## config.mk

```make
export PLATFORM = sky130hd
export DESIGN_NAME = glitch_sequencer_flat
export DESIGN_NICKNAME = d
export VERILOG_FILES = /design/src/rtl/glitch_sequencer_if.sv /design/src/rtl/glitch_sequencer.sv /design/src/flat_wrapper.sv
export SDC_FILE = /design/constraint.sdc
export NUM_CORES = 1
export LEC_CHECK = 0
export ABC_AREA = 1
export CORE_UTILIZATION = 55
export CTS_BUF_LIST = sky130_fd_sc_hd__clkbuf_4 sky130_fd_sc_hd__clkbuf_8 sky130_fd_sc_hd__clkbuf_16
export CTS_CLUSTER_DIAMETER = 150
export CTS_CLUSTER_SIZE = 16
export DETAILED_ROUTE_END_ITERATION = 10
export GPL_TIMING_DRIVEN = 0
export HOLD_SLACK_MARGIN = 0.08
export MAX_ROUTING_LAYER = met4
export PLACE_DENSITY = 0.8
export SYNTH_ARGS = -nofsm -noshare
export SYNTH_HDL_FRONTEND = slang
export SYNTH_SLANG_ARGS = --single-unit
export TNS_END_PERCENT = 20
```

## constraint.sdc

```tcl
create_clock -name CLK -period 2 [get_ports CLK]
set_clock_uncertainty 0.1 [all_clocks]
set_input_delay 0.4 -clock CLK [delete_from_list [all_inputs] [get_ports CLK]]
set_output_delay 0.4 -clock CLK [all_outputs]
set_load 0.1 [all_outputs]
```

## src/rtl/glitch_sequencer_if.sv

```systemverilog
// Control, configuration and status bundle for the glitch sequencer.
interface glitch_sequencer_if #(
  parameter int unsigned DLY_W = 24,
  parameter int unsigned WID_W = 16,
  parameter int unsigned REP_W = 8
) ();

  logic             ARM;
  logic             ABORT;
  logic             TRIG;
  logic [DLY_W-1:0] DELAY;
  logic [WID_W-1:0] WIDTH;
  logic [DLY_W-1:0] GAP;
  logic [REP_W-1:0] REPEAT;
  logic             GLITCH;
  logic             BUSY;
  logic             DONE;
  logic             ERR;

  // Controller side: drives requests and configuration, observes status.
  modport master (
    output ARM, ABORT, TRIG, DELAY, WIDTH, GAP, REPEAT,
    input  GLITCH, BUSY, DONE, ERR
  );

  // Sequencer side.
  modport slave (
    input  ARM, ABORT, TRIG, DELAY, WIDTH, GAP, REPEAT,
    output GLITCH, BUSY, DONE, ERR
  );

endinterface

```

## src/rtl/glitch_sequencer.sv

```systemverilog
// Trigger-synchronised glitch pulse generator: after an armed trigger edge,
// waits DELAY cycles, then emits REPEAT+1 pulses of WIDTH cycles separated
// by max(GAP,1) low cycles.
module glitch_sequencer #(
  parameter int unsigned DLY_W = 24,
  parameter int unsigned WID_W = 16,
  parameter int unsigned REP_W = 8
) (
  input logic               CLK,
  input logic               RST,
  glitch_sequencer_if.slave bus
);

  localparam int unsigned CNT_W = (DLY_W > WID_W) ? DLY_W : WID_W;

  typedef enum logic [2:0] {
    ST_IDLE  = 3'd0,
    ST_ARMED = 3'd1,
    ST_DELAY = 3'd2,
    ST_PULSE = 3'd3,
    ST_GAP   = 3'd4
  } state_e;

  state_e           state_q, state_d;
  logic [2:0]       sync_q, sync_d;     // [0],[1] synchronizer, [2] history
  logic [CNT_W-1:0] cnt_q, cnt_d;       // down-counter for DELAY/PULSE/GAP
  logic [REP_W-1:0] pcnt_q, pcnt_d;     // pulses already completed
  logic [DLY_W-1:0] dly_q, dly_d;
  logic [WID_W-1:0] wid_q, wid_d;
  logic [DLY_W-1:0] gap_q, gap_d;
  logic [REP_W-1:0] rep_q, rep_d;
  logic             glitch_q, glitch_d;
  logic             busy_q, busy_d;
  logic             done_q, done_d;
  logic             err_q, err_d;
  logic             trig_edge_c;

  assign trig_edge_c = sync_q[1] & ~sync_q[2];

  // Next-state, counter and registered-output computation.
  always_comb begin
    state_d = state_q;
    sync_d  = {sync_q[1:0], bus.TRIG};
    cnt_d   = cnt_q;
    pcnt_d  = pcnt_q;
    dly_d   = dly_q;
    wid_d   = wid_q;
    gap_d   = gap_q;
    rep_d   = rep_q;
    done_d  = 1'b0;
    err_d   = 1'b0;

    if (bus.ABORT) begin
      state_d = ST_IDLE;
      cnt_d   = '0;
      pcnt_d  = '0;
    end else begin
      case (state_q)
        ST_IDLE: begin
          if (bus.ARM) begin
            if (bus.WIDTH == '0) begin
              err_d = 1'b1;
            end else begin
              dly_d   = bus.DELAY;
              wid_d   = bus.WIDTH;
              gap_d   = bus.GAP;
              rep_d   = bus.REPEAT;
              pcnt_d  = '0;
              state_d = ST_ARMED;
            end
          end
        end

        ST_ARMED: begin
          if (trig_edge_c) begin
            if (dly_q == '0) begin
              state_d = ST_PULSE;
              cnt_d   = CNT_W'(wid_q);
            end else begin
              state_d = ST_DELAY;
              cnt_d   = CNT_W'(dly_q);
            end
          end
        end

        ST_DELAY: begin
          if (cnt_q == CNT_W'(1)) begin
            state_d = ST_PULSE;
            cnt_d   = CNT_W'(wid_q);
          end else begin
            cnt_d = cnt_q - CNT_W'(1);
          end
        end

        ST_PULSE: begin
          if (cnt_q == CNT_W'(1)) begin
            if (pcnt_q == rep_q) begin
              state_d = ST_IDLE;
              done_d  = 1'b1;
              cnt_d   = '0;
              pcnt_d  = '0;
            end else begin
              state_d = ST_GAP;
              pcnt_d  = pcnt_q + REP_W'(1);
              cnt_d   = (gap_q == '0) ? CNT_W'(1) : CNT_W'(gap_q);
            end
          end else begin
            cnt_d = cnt_q - CNT_W'(1);
          end
        end

        ST_GAP: begin
          if (cnt_q == CNT_W'(1)) begin
            state_d = ST_PULSE;
            cnt_d   = CNT_W'(wid_q);
          end else begin
            cnt_d = cnt_q - CNT_W'(1);
          end
        end

        default: begin
          state_d = ST_IDLE;
          cnt_d   = '0;
          pcnt_d  = '0;
        end
      endcase
    end

    // Outputs follow the state being entered so GLITCH is a plain flop.
    glitch_d = (state_d == ST_PULSE);
    busy_d   = (state_d != ST_IDLE);
  end

  // State, counter, config and output registers with synchronous reset.
  always_ff @(posedge CLK) begin
    if (RST) begin
      state_q  <= ST_IDLE;
      sync_q   <= '0;
      cnt_q    <= '0;
      pcnt_q   <= '0;
      dly_q    <= '0;
      wid_q    <= '0;
      gap_q    <= '0;
      rep_q    <= '0;
      glitch_q <= 1'b0;
      busy_q   <= 1'b0;
      done_q   <= 1'b0;
      err_q    <= 1'b0;
    end else begin
      state_q  <= state_d;
      sync_q   <= sync_d;
      cnt_q    <= cnt_d;
      pcnt_q   <= pcnt_d;
      dly_q    <= dly_d;
      wid_q    <= wid_d;
      gap_q    <= gap_d;
      rep_q    <= rep_d;
      glitch_q <= glitch_d;
      busy_q   <= busy_d;
      done_q   <= done_d;
      err_q    <= err_d;
    end
  end

  assign bus.GLITCH = glitch_q;
  assign bus.BUSY   = busy_q;
  assign bus.DONE   = done_q;
  assign bus.ERR    = err_q;

endmodule
```

## src/flat_wrapper.sv

```systemverilog
// flat-port wrapper written by rule: the top's interface ports become plain ports
module glitch_sequencer_flat 
#(
  parameter int unsigned DLY_W = 24,
  parameter int unsigned WID_W = 16,
  parameter int unsigned REP_W = 8
)
  (CLK, RST, bus_ARM, bus_ABORT, bus_TRIG, bus_DELAY, bus_WIDTH, bus_GAP, bus_REPEAT, bus_GLITCH, bus_BUSY, bus_DONE, bus_ERR);
  glitch_sequencer_if #(.DLY_W(DLY_W), .WID_W(WID_W), .REP_W(REP_W)) bus_i ();
  input logic CLK;
  input logic RST;
  input wire logic [$bits(bus_i.ARM)-1:0] bus_ARM;
  input wire logic [$bits(bus_i.ABORT)-1:0] bus_ABORT;
  input wire logic [$bits(bus_i.TRIG)-1:0] bus_TRIG;
  input wire logic [$bits(bus_i.DELAY)-1:0] bus_DELAY;
  input wire logic [$bits(bus_i.WIDTH)-1:0] bus_WIDTH;
  input wire logic [$bits(bus_i.GAP)-1:0] bus_GAP;
  input wire logic [$bits(bus_i.REPEAT)-1:0] bus_REPEAT;
  output wire logic [$bits(bus_i.GLITCH)-1:0] bus_GLITCH;
  output wire logic [$bits(bus_i.BUSY)-1:0] bus_BUSY;
  output wire logic [$bits(bus_i.DONE)-1:0] bus_DONE;
  output wire logic [$bits(bus_i.ERR)-1:0] bus_ERR;
  assign bus_i.ARM = bus_ARM;
  assign bus_i.ABORT = bus_ABORT;
  assign bus_i.TRIG = bus_TRIG;
  assign bus_i.DELAY = bus_DELAY;
  assign bus_i.WIDTH = bus_WIDTH;
  assign bus_i.GAP = bus_GAP;
  assign bus_i.REPEAT = bus_REPEAT;
  assign bus_GLITCH = bus_i.GLITCH;
  assign bus_BUSY = bus_i.BUSY;
  assign bus_DONE = bus_i.DONE;
  assign bus_ERR = bus_i.ERR;
  glitch_sequencer #(.DLY_W(DLY_W), .WID_W(WID_W), .REP_W(REP_W)) u_core (.CLK(CLK), .RST(RST), .bus(bus_i));
endmodule
```

* After elaboration in Yosys (flattened, before gate mapping)
Index checks and enable logic that the tools add are counted.
** Operators by class
- Add/subtract/negate cells :: 2
- Equal/unequal tests :: 11
- Muxes and demuxes :: 23
- Bitwise gates (word level) :: 9
- Reductions and logical operators :: 13
** Operator list (number)
- two-way mux 24 bit :: 6
- case mux 24 bit (4 select lines) :: 1
- zero test 24 bit :: 2
- two-way mux 8 bit :: 4
- equality test 24 x 1 -> 1 bit, second input constant :: 1
- case mux 8 bit (3 select lines) :: 1
- subtractor 24 x 1 -> 24 bit, second input constant :: 1
- two-way mux 3 bit :: 7
- zero test 16 bit :: 1
- case mux 3 bit (4 select lines) :: 1
- equality test 3 x 2 -> 1 bit, second input constant :: 3
- adder 8 x 1 -> 8 bit, second input constant :: 1
- equality test 8 bit :: 1
- inverter 1 bit :: 8
- AND reduction 4 bit :: 2
- OR reduction 4 bit :: 2
- inequality test 2 x 1 -> 1 bit, second input constant :: 2
- inequality test 2 bit, second input constant :: 2
- OR reduction 2 bit :: 2
- equality test 3 x 1 -> 1 bit, second input constant :: 1
- equality test 3 bit, second input constant :: 1
- zero test 3 bit :: 1
- two-way mux 1 bit :: 3
- nonzero test 3 bit :: 1
- 3 further kinds :: 3
** Word-level totals
- Register bits after elaboration :: 114
- Input bits :: 77
- Output and inout bits :: 4
- Logic and storage cells :: 70

* Longest topological paths before layout
Gate-level depths: netlist of run 1.
- Word-level depth :: 6
- Mapped depth :: 14
- Depth with buffers taken out :: 13

* Worst setup path after synthesis of run 1
Ideal clock, no wire load.
- Path kind :: register to register
- Start point :: register u_core.cnt_q[1]
- End point :: register u_core.cnt_q[0]
- Library setup time :: 0.117 ns
- Data arrival time :: 1.427 ns
- Data required time :: 1.783 ns
- Slack :: 0.355 ns
- Cell stages (with the launch flop) :: 13
- Buffers on the path :: 1
- Period minus slack after synthesis :: 1.645 ns
- Path through :: dfxtp_1 -> inv_1 -> ha_1 -> nand3_1 -> nor2_1 -> nand3_2 -> nand2_4 -> inv_4 -> buf_6 -> nand2_1 -> nand3_1 -> nor2_1 -> nor2_1
** On the way
- Longest elaborated chain between the ends :: 3
- Elaborated cells between the ends (all ways) :: 4
- Classes of those cells :: eq/ne (1); mux (3)
** Ends and longest elaborated chain
- start, declared :: RTL line glitch_sequencer.sv:26 : logic [CNT_W-1:0] cnt_q, cnt_d;
- start signal, assigned :: RTL line glitch_sequencer.sv:152 : cnt_q <= cnt_d;
- equality test 24 x 1 -> 1 bit * :: RTL line glitch_sequencer.sv:87, glitch_sequencer.sv:96, glitch_sequencer.sv:113
- two-way mux 24 bit, on equally long branches :: RTL line glitch_sequencer.sv:87, glitch_sequencer.sv:113, glitch_sequencer.sv:96
- case mux 24 bit (4 select lines) * :: RTL line glitch_sequencer.sv:58 : case (state_q)
Every way passes the cells marked *; elsewhere a longest branch is shown, timed or not.
A chain may end at the register's enable or synchronous reset.

* Final worst setup path of run 1
- Start point :: register u_core.state_q[0]
- End point :: register u_core.dly_q[0]
** On the way
- Longest elaborated chain between the ends :: 2
** Ends and longest elaborated chain
- start, declared :: RTL line glitch_sequencer.sv:24 : state_e state_q, state_d;
- start signal, assigned :: RTL line glitch_sequencer.sv:150 : state_q <= state_d;
- zero test 3 bit :: RTL line glitch_sequencer.sv:58
- AND reduction 4 bit (no line)
- end signal, assigned :: RTL line glitch_sequencer.sv:154 : dly_q <= dly_d;
- end, declared :: RTL line glitch_sequencer.sv:28 : logic [DLY_W-1:0] dly_q, dly_d;
Every way passes these cells.

==> results of run 1 <==
[routing by layer]
| layer | track usage | vias to the layer above | share of wire |
|---|---|---|---|
| met4 | 0.141 | 0 | 0.035 |
| met2 | 0.544 | 320 | 0.45 |
| met3 | 0.0834 | 58 | 0.098 |
| met5 | - | - | 0 |
| li1 | - | 3220 | - |
| met1 | 0.461 | 2951 | 0.42 |
[worst reg2reg max path, stage by stage (launching register included)]
cell,delay (ns)
dfxtp_1,0.37
nor2_1,0.16
nand3_1,0.21
a21oi_4,0.26
nand2_1,0.17
clkbuf_2,0.23
o21ai_0,0.33
a21oi_1,0.08
[synthesized netlist by cell type, drive strengths merged]
cell / count
xnor2: 5
nand3: 106
nor2: 131
clkbuf: 24
o211ai: 4
nand4: 8
xor2: 15
nand2: 216
a31oi: 1
buf: 13
inv: 96
ha: 3
or2: 2
o22ai: 2
o21ai: 64
clkinv: 1
a21o: 1
nor3: 6
a21oi: 109
nand3b: 1
dfxtp: 114
a21boi: 1
[through the flow]
stage	util	hold WS (ns)	setup slack [ns]
final	0.749	0.208	-0.0430
after global routing	0.749	0.230	-0.0905
after CTS	0.722	0.177	-0.164
after detailed placement	0.666	0.314	-0.462
after global placement	0.666	0.296	-0.405
after floorplan	-	0.288	0.355
[state kept, by name, indices dropped and copies added, names as in the netlist]
name	count
u_core.cnt_q	24
u_core.dly_q	24
u_core.gap_q	24
u_core.wid_q	16
u_core.pcnt_q	8
u_core.rep_q	8
u_core.state_q	3
u_core.sync_q	3
u_core.bus.BUSY	1
u_core.bus.DONE	1
u_core.bus.ERR	1
u_core.bus.GLITCH	1
[cell type report]
class	instances	area [sq um]
Inverter	97	367
Clock inverter	9	105
Fill cell	854	2620
Sequential cell	114	2280
Buffer	37	178
Multi-Input combinational cell	675	3360
Timing Repair Buffer	92	900
Tap cell	136	170
Clock buffer	23	478
[worst max-delay path by stage]
stage	depth (start not counted)	end	from	slack, ns
after global routing	7	u_core.dly_q[20]	u_core.state_q[0]	-0.09
after global placement	10	u_core.dly_q[9]	bus_WIDTH[15]	-0.40
final	7	u_core.dly_q[0]	u_core.state_q[0]	-0.04
after CTS	1	bus_BUSY	u_core.bus.BUSY	-0.16
after detailed placement	9	u_core.gap_q[7]	bus_WIDTH[15]	-0.46
after floorplan	12	u_core.cnt_q[0]	u_core.cnt_q[1]	0.36
[power by group]
group | total (uW) | switching [uW] | internal [uW]
clock | 2980 | 1070 | 1900
combinational | 715 | 415 | 300
sequential | 2440 | 75.6 | 2370
total | 6130 | 1560 | 4570
[kinds of logic (layout without fill, tap and decap cells)]
group,after synthesis,count (layout),synth area share
buffers and inverters,134,258,0.0881
AOI/OAI and AO/OA,182,182,0.156
adders and majority gates,3,3,0.00625
xor gates and xnor gates,20,20,0.0291
and+or+nand+nor,470,470,0.341
DFF,114,114,0.380
[timing repair]
action,CTS,global route
endpoints found under the setup margin,5,104
resized for setup,11,63
pin swaps,0,8
buffers inserted,0,13
hold buffers,0,0
==> reports/results.ini, run 1 <==
[synth]
syn_area_sq_um = 6010
yosysWarnings = 0
yosysTopAreaCell = dfxtp_1
ys_ff_latch = 114
synth_area_leaders = dfxtp_1 (38%), nand2_1 (13%), a21oi_1 (9.0%)
synth_seq_area_share = 0.380
yosysUniqueCellTypes = 36
synth.avg_cell_area_sq_um = 6.51
syn_nets = 1003
netlist_instances = 923
synth_top_area_frac = 0.380

[detailed_routing]
viasPerCell = 5.54
wl_per_cell_um = 16.4
num_vias = 6549
drc = 0
drt_wl_total_mm = 19.3
ant_nets = 0
drt_pass1_iterations = 6
drtIter0Drc = 662

[floorplanning]
die_y_um = 107
ios = 81
rows = 37
die_x_um = 107
initial_core_util = 0.574
dieArea_sq_um = 11300
core_area_sq_um = 10500

[global_routing]
grt_pass1_vias = 5920
grt_overflow = 0
grtUsageTotal = 0.358
grt_max_degree = 17
antenna_found_initial = 0
grt_pass1_wl_mm = 29.9

[critical_path]
end_kind = flop
path_class = flop to flop
cp_slowest_stage_delay_ns = 0.37
r2r_slack_ns = -0.04
arrival_ns = 2.36
cp_max_fo = 10
required_ns = 2.31
reg2reg_to = u_core.dly_q[0]
r2r_start = u_core.state_q[0]
worst-path-buf-inv = 1
cpMaxStageDelayCell = dfxtp_1
path_cells = nor2_1 -> nand3_1 -> a21oi_4 -> nand2_1 -> clkbuf_2 -> o21ai_0 -> a21oi_1
cpLargestDelayFamily = compound AO/OA/AOI/OAI gates
ff2ff_path_depth = 7
start_kind = flop

[cells_and_area]
final_common_cell = nand2_1
fin_nets = 1114
final_cells = 1183
final_cell_mix = nand2_1 (200), dfxtp_1 (112), a21oi_1 (107)
antenna_cells = 0
area_growth_pct = 30.4
drive_gt1_frac = 0.133
fin_area_sq_um = 7840

[worst_hold_path]
min_to = u_core.gap_q[15]
hold_depth = 2
min-delay-start = RST
hold_path.class = primary input to flop

[pwr]
power_uw = 6130
ir_worst_vdd_mv = 0.659
total_leakage_power_uw = 0.00332
p_per_area_nw_per_um2 = 782

[sta]
fin_tns_setup_ns = -0.0461
final_hold_viol_count = 0
worst_slew_pin_slew_ns = 0.546
fmax_ghz = 0.489
rsz0062_at_grt = true
period_share = 1.02
setup_ws_ns = -0.0430
setup_viol = 4
maxSlewHeadroom = 0.636
slew_violations = 0
fin_crit_ns = 2.04

[clock_tree]
clkTransAtPathRegs_ns = 0.06
root_buffer = clkbuf_8
cts_made_buffers = 17
clk_latency_ns = 0.54
cts_buffer_depth = 2
clock_sinks = 114
tritoncts = yes
h-tree-depth = 4

[placed_design]
gp_congestion = 0.978
placed_area_sq_um = 6970
io_buffers = 79
dpl.cell_count = 1138
dp_hpwl_mm = 14.3

[run_status]
violations = setup timing
outcome = finished, violations left

[flow_run]
cap_violations = 0

(Power assumes the default switching activity.)
==> inputs of run 2 (changes only) <==
Settings changed: TNS_END_PERCENT 20 to not set.
==> run 2 against run 1 <==
The flow still finishes with violations (setup timing). Core utilization up 0.44 points. Global-route usage rose by 0.094 points. Largest cell class unchanged. Largest power group unchanged. Flip-flop and latch count unchanged. Die area unchanged. Clock power is essentially flat. Routed wire length grew 1.1%. Final cell count is essentially flat. Sequential share of layout area fell by 0.12 points. Register-to-register slack gained 0.02 ns. First-iteration DRC count is 12% higher.
==> reports/results.ini, run 2 (synthesized netlist as in run 1, its figures left out) <==
[run_status]
outcome = finished, violations left
violations = setup timing

[placed_design]
gp_congestion = 0.978
place_ws_ns = -0.462
dp_hpwl_mm = 14.3
placed_area_sq_um = 6970
io_buffers = 79

[critical_path]
end_kind = flop
ff2ff_path_depth = 7
path_class = flop to flop
cp_max_fo = 10
cpMaxStageDelayCell = dfxtp_1
arrival_ns = 2.33
r2r_slack_ns = -0.02
required_ns = 2.31
path_cells = nor2_1 -> nand3_1 -> a21oi_4 -> nand2_1 -> clkbuf_2 -> o21ai_0 -> a21oi_1
start_kind = flop
cp_slowest_stage_delay_ns = 0.37

[floorplanning]
die_y_um = 107
rows = 37
ios = 81
initial_core_util = 0.574
core_area_sq_um = 10500
die_x_um = 107
dieArea_sq_um = 11300

[sta]
setup_viol = 1
setup_ws_ns = -0.0194
worst_slew_pin_slew_ns = 0.552
fin_crit_ns = 2.02
fmax_ghz = 0.495
slew_violations = 0
final_hold_viol_count = 0
rsz0062_at_grt = true
maxSlewHeadroom = 0.632
period_share = 1.01

[pwr]
p_per_area_nw_per_um2 = 779
p_sw_uw = 1570
power_uw = 6140
total_leakage_power_uw = 0.00332
ir_worst_vdd_mv = 0.665
internal_power_uw = 4570
p_comb_frac = 0.117
sequentialPowerShare = 0.398
clockPowerShare = 0.486
p_sw_frac = 0.256

[detailed_routing]
drt_wl_total_mm = 19.6
num_vias = 6622
wl_per_cell_um = 16.6
drt_pass1_iterations = 6
drtIter0Drc = 740
drc = 0
ant_nets = 0
viasPerCell = 5.60

[clock_tree]
hold_buffers = 0
clock_sinks = 114
clk_latency_ns = 0.54
root_buffer = clkbuf_8
cts_made_buffers = 17
h-tree-depth = 4
clkTransAtPathRegs_ns = 0.06
cts_buffer_depth = 2
tritoncts = yes

[global_routing]
grt_pass1_vias = 5934
grt_use_met1 = 0.458
antenna_found_initial = 0
grt_max_degree = 17
grtUsageTotal = 0.359
grt_util_met3 = 0.0901
grtUsageMet2 = 0.545
grt_overflow = 0
top_usage_layer = met2
grt_pass1_wl_mm = 30.0

[worst_hold_path]
hold_depth = 2
hold_path.class = primary input to flop

[cells_and_area]
layout_top_registers = u_core.cnt_q (24), u_core.dly_q (24), u_core.gap_q (24)
area_growth_pct = 31.2
fin_area_sq_um = 7890
final_cell_mix = nand2_1 (198), dfxtp_1 (109), a21oi_1 (107)
drive_gt1_frac = 0.139
fillers = 840
fin_nets = 1113
antenna_cells = 0
final_common_cell = nand2_1

[flow_run]
cap_violations = 0

-- run 2: cell types whose count changed in the layout (fill, tap and decap cells not counted), moves of 2 or more --
cell	previous run	this run
buf_4	13	11
dfxtp_2	2	5
clkbuf_2	9	7
nand2_1	200	198
nand2_4	2	4
dfxtp_1	112	109
-- run 2: cell type report --
type | instances | area, sq um | share of cell area
clock buffers | 23 | 478 | 0.0606
repair buffers | 91 | 902 | 0.114
multi-input cells | 676 | 3400 | 0.431
flip-flops and latches | 114 | 2290 | 0.290
clock inverters | 9 | 105 | 0.0133
plain buffers | 36 | 173 | 0.0219
inverters | 97 | 370 | 0.0470
well taps | 136 | 170 | 0.0216
-- run 2: routing by layer --
layer | vias to the layer above | wire length, um
li1 | 3229 | -
met1 | 3003 | 8260
met2 | 334 | 8890
met3 | 56 | 1780
met4 | 0 | 635
met5 | - | 0
-- run 2: what timing repair did --
action	4_1_cts	5_1_grt
buffers inserted	3	9
resized for setup	12	71
cloned	0	1
endpoints found under the setup margin	5	103
pin swaps	1	6
-- run 2: final timing paths --
path                     start          endpoint
max reg2reg  u_core.state_q[0]   u_core.dly_q[0]
min reg2reg   u_core.sync_q[0]  u_core.sync_q[1]
min                        RST  u_core.gap_q[15]
max          u_core.state_q[0]   u_core.dly_q[0]
-- run 2: stage by stage --
| stage | util | instances | hold WS [ns] | setup TNS (ns) |
|---|---|---|---|---|
| floorplan | - | 923 | 0.288 | 0 |
| global placement | 0.666 | 1138 | 0.296 | -34.89 |
| detailed placement | 0.666 | 1138 | 0.314 | -36.75 |
| CTS | 0.725 | 1173 | 0.177 | 0 |
| global route | 0.754 | 1182 | 0.230 | -2.17 |
| finish | 0.754 | 1182 | 0.210 | -0.0194 |
-- run 2: power by group through the flow --
| stage | clock [uW] | combinational, uW | sequential, uW |
|---|---|---|---|
| 3_3_place_gp | 0 | 657 | 2480 |
| 3_5_place_dp | 0 | 664 | 2480 |
| 5_1_grt | 3100 | 785 | 2450 |
| 4_1_cts | 2990 | 671 | 2440 |
| 2_1_floorplan | 0 | 381 | 2460 |
| 6_report | 2980 | 716 | 2440 |
-- run 2: critical path: cells and delay by family, from the launching register on --
family,cells,cell delay [ns]
compound gates,3,0.68
buf+inv,1,0.22
flops,1,0.37
simple gates,3,0.53
==> inputs of run 3 (changes only) <==
--- a/config.mk
+++ b/config.mk
@@ -7,4 +7,5 @@
 export LEC_CHECK = 0
 export ABC_AREA = 1
+export CORE_ASPECT_RATIO = 1.5
 export CORE_UTILIZATION = 55
 export CTS_BUF_LIST = sky130_fd_sc_hd__clkbuf_4 sky130_fd_sc_hd__clkbuf_8 sky130_fd_sc_hd__clkbuf_16
==> constraint.sdc (replaced) <==
create_clock -name CLK -period 2 [get_ports CLK]
set_clock_uncertainty 0.1 [all_clocks]
set_input_delay 0.4 -clock CLK [delete_from_list [all_inputs] [get_ports CLK]]
set_output_delay 0.4 -clock CLK [all_outputs]
set_load 0.05 [all_outputs]
==> run 3 against run 2 <==
The flow now finishes without violations. Register-to-register slack gained 0.07 ns. Combinational power is essentially flat. First-iteration DRC count shrank 3.0%. Clock power grew 14%. Worst hold slack gained 0.097 ns. Count of clock-buffer cells in the layout shrank 5. Global-route usage grew 0.56 points. Critical endpoint is now u_core.cnt_q[14].
==> reports/results.ini, run 3 (synthesized netlist as in run 1, its figures left out) <==
[sta]
rsz0062_at_grt = true
final_hold_viol_count = 0
hold-worst-slack_ns = 0.306
period_share = 0.973
fmax_ghz = 0.514
fin_crit_ns = 1.95
slew_violations = 0
maxSlewHeadroom = 0.626
worst_slew_pin_slew_ns = 0.561
setup_viol = 0

[detailed_routing]
num_vias = 6790
drtIter0Drc = 718
drc = 0
drt_pass1_iterations = 6
drt_wl_total_mm = 20.0
ant_nets = 0
viasPerCell = 5.72
wl_per_cell_um = 16.9

[critical_path]
crit_end = u_core.cnt_q[14]
reg2reg_to = u_core.cnt_q[14]
path_class = flop to flop
r2r_start = u_core.state_q[0]
start_kind = flop
end_kind = flop
ff2ff_path_depth = 13
arrival_ns = 2.15
cp-startpoint = u_core.state_q[0]
required_ns = 2.21
r2r_slack_ns = 0.05
cp_max_fo = 10

[cells_and_area]
layout_top_registers = u_core.cnt_q (24), u_core.dly_q (24), u_core.gap_q (24)
final_cells = 1188
fin_area_sq_um = 7870
antenna_cells = 0
fin_nets = 1111
final_common_cell = nand2_1
fillers = 886
drive_gt1_frac = 0.125
final_cell_mix = nand2_1 (199), dfxtp_1 (113), a21oi_1 (108)
area_growth_pct = 31.0

[clock_tree]
clock_sinks = 114
clkTransAtPathRegs_ns = 0.06
tritoncts = yes
hold_buffers = 0
root_buffer = clkbuf_16
cts_buffer_depth = 2
h-tree-depth = 4
cts_made_buffers = 17
clk_latency_ns = 0.42

[floorplanning]
die_y_um = 130
core_area_sq_um = 10600
die_x_um = 87.3
rows = 46
initial_core_util = 0.567
dieArea_sq_um = 11400
ios = 81

[placed_design]
gp_congestion = 1.07
placed_area_sq_um = 6980
dpl.cell_count = 1146
dp_hpwl_mm = 14.5
io_buffers = 79

[global_routing]
grtUsageTotal = 0.365
grt_max_degree = 17
grt_pass1_vias = 6134
grt_pass1_wl_mm = 30.1
antenna_found_initial = 0
grt_overflow = 0

[pwr]
p_per_area_nw_per_um2 = 834
power_uw = 6570
total_leakage_power_uw = 0.00335
ir_worst_vdd_mv = 0.610

[run_status]
outcome = finished, final reports clean

[flow_run]
cap_violations = 0

[worst_hold_path]
hold_path.class = flop to flop
min-delay-start = u_core.sync_q[0]

## run 3: changes by cell type in the layout (fill, tap and decap cells not counted), sizes merged, moves of 3 or more
cell / before / now
buf: 23 / 20
bufinv: 2 / 5
clkbuf: 48 / 44
clkdlybuf4s15: 4 / 0
dlygate4sd2: 0 / 4
inv: 95 / 100
## run 3: report_power, final
group / switching, uW / leakage (uW) / internal [uW]
registers: 75.1 / 0.000930 / 2370
clock network: 1170 / 0.000309 / 2240
logic: 413 / 0.00211 / 301
total: 1660 / 0.00335 / 4910
## run 3: worst max-delay path, cell delays in order, from the launching register on
cell	delay (ns)
dfxtp_1	0.48
nor2_2	0.10
nand2_1	0.10
nand2_1	0.08
buf_4	0.19
inv_2	0.06
nand2_2	0.05
nand2_4	0.12
inv_4	0.06
buf_6	0.14
nand2_1	0.08
o21ai_1	0.06
nor2_1	0.13
nor2_1	0.07
## run 3: timing repair
| action | 4_1_cts | 5_1_grt |
|---|---|---|
| setup buffers | 2 | 7 |
| pin swaps | 1 | 5 |
| setup endpoints to repair | 53 | 106 |
| cloned | 0 | 1 |
| endpoints found under the hold margin | 0 | 0 |
| gates resized for setup | 12 | 52 |
## run 3: final cells by class
cell class	instances	area, sq um	share of cell area
plain buffers	37	183	0.0232
clock buffers	18	433	0.0550
clock inverters	14	226	0.0288
inverters	97	369	0.0469
multi-input cells	676	3340	0.425
flip-flops and latches	114	2280	0.290
well taps	144	180	0.0229
repair buffers	88	853	0.108
## run 3: stage by stage
step	util	TNS, ns	setup slack, ns
after floorplan	-	0	0.355
after CTS	0.724	0	0.00429
final	0.743	0	0.0542
after global routing	0.743	-0.133	-0.0573
after global placement	0.659	-35.42	-0.434
after detailed placement	0.659	-38.02	-0.476
## run 3: how the worst min path moves through the flow
stage	end	slack [ns]	cells past startpoint
floorplan	u_core.sync_q[1]	0.29	2
global route	u_core.sync_q[1]	0.33	2
finish	u_core.sync_q[1]	0.31	2
detailed placement	u_core.sync_q[1]	0.30	2
CTS	u_core.wid_q[15]	0.30	2
global placement	u_core.sync_q[1]	0.29	2
## run 3: layer usage
metal,global-route usage,vias up,part of all wire
met1,0.385,3028,0.36
met5,-,-,0
li1,-,3211,-
met3,0.0936,131,0.079
met2,0.582,420,0.48
met4,0.275,0,0.081
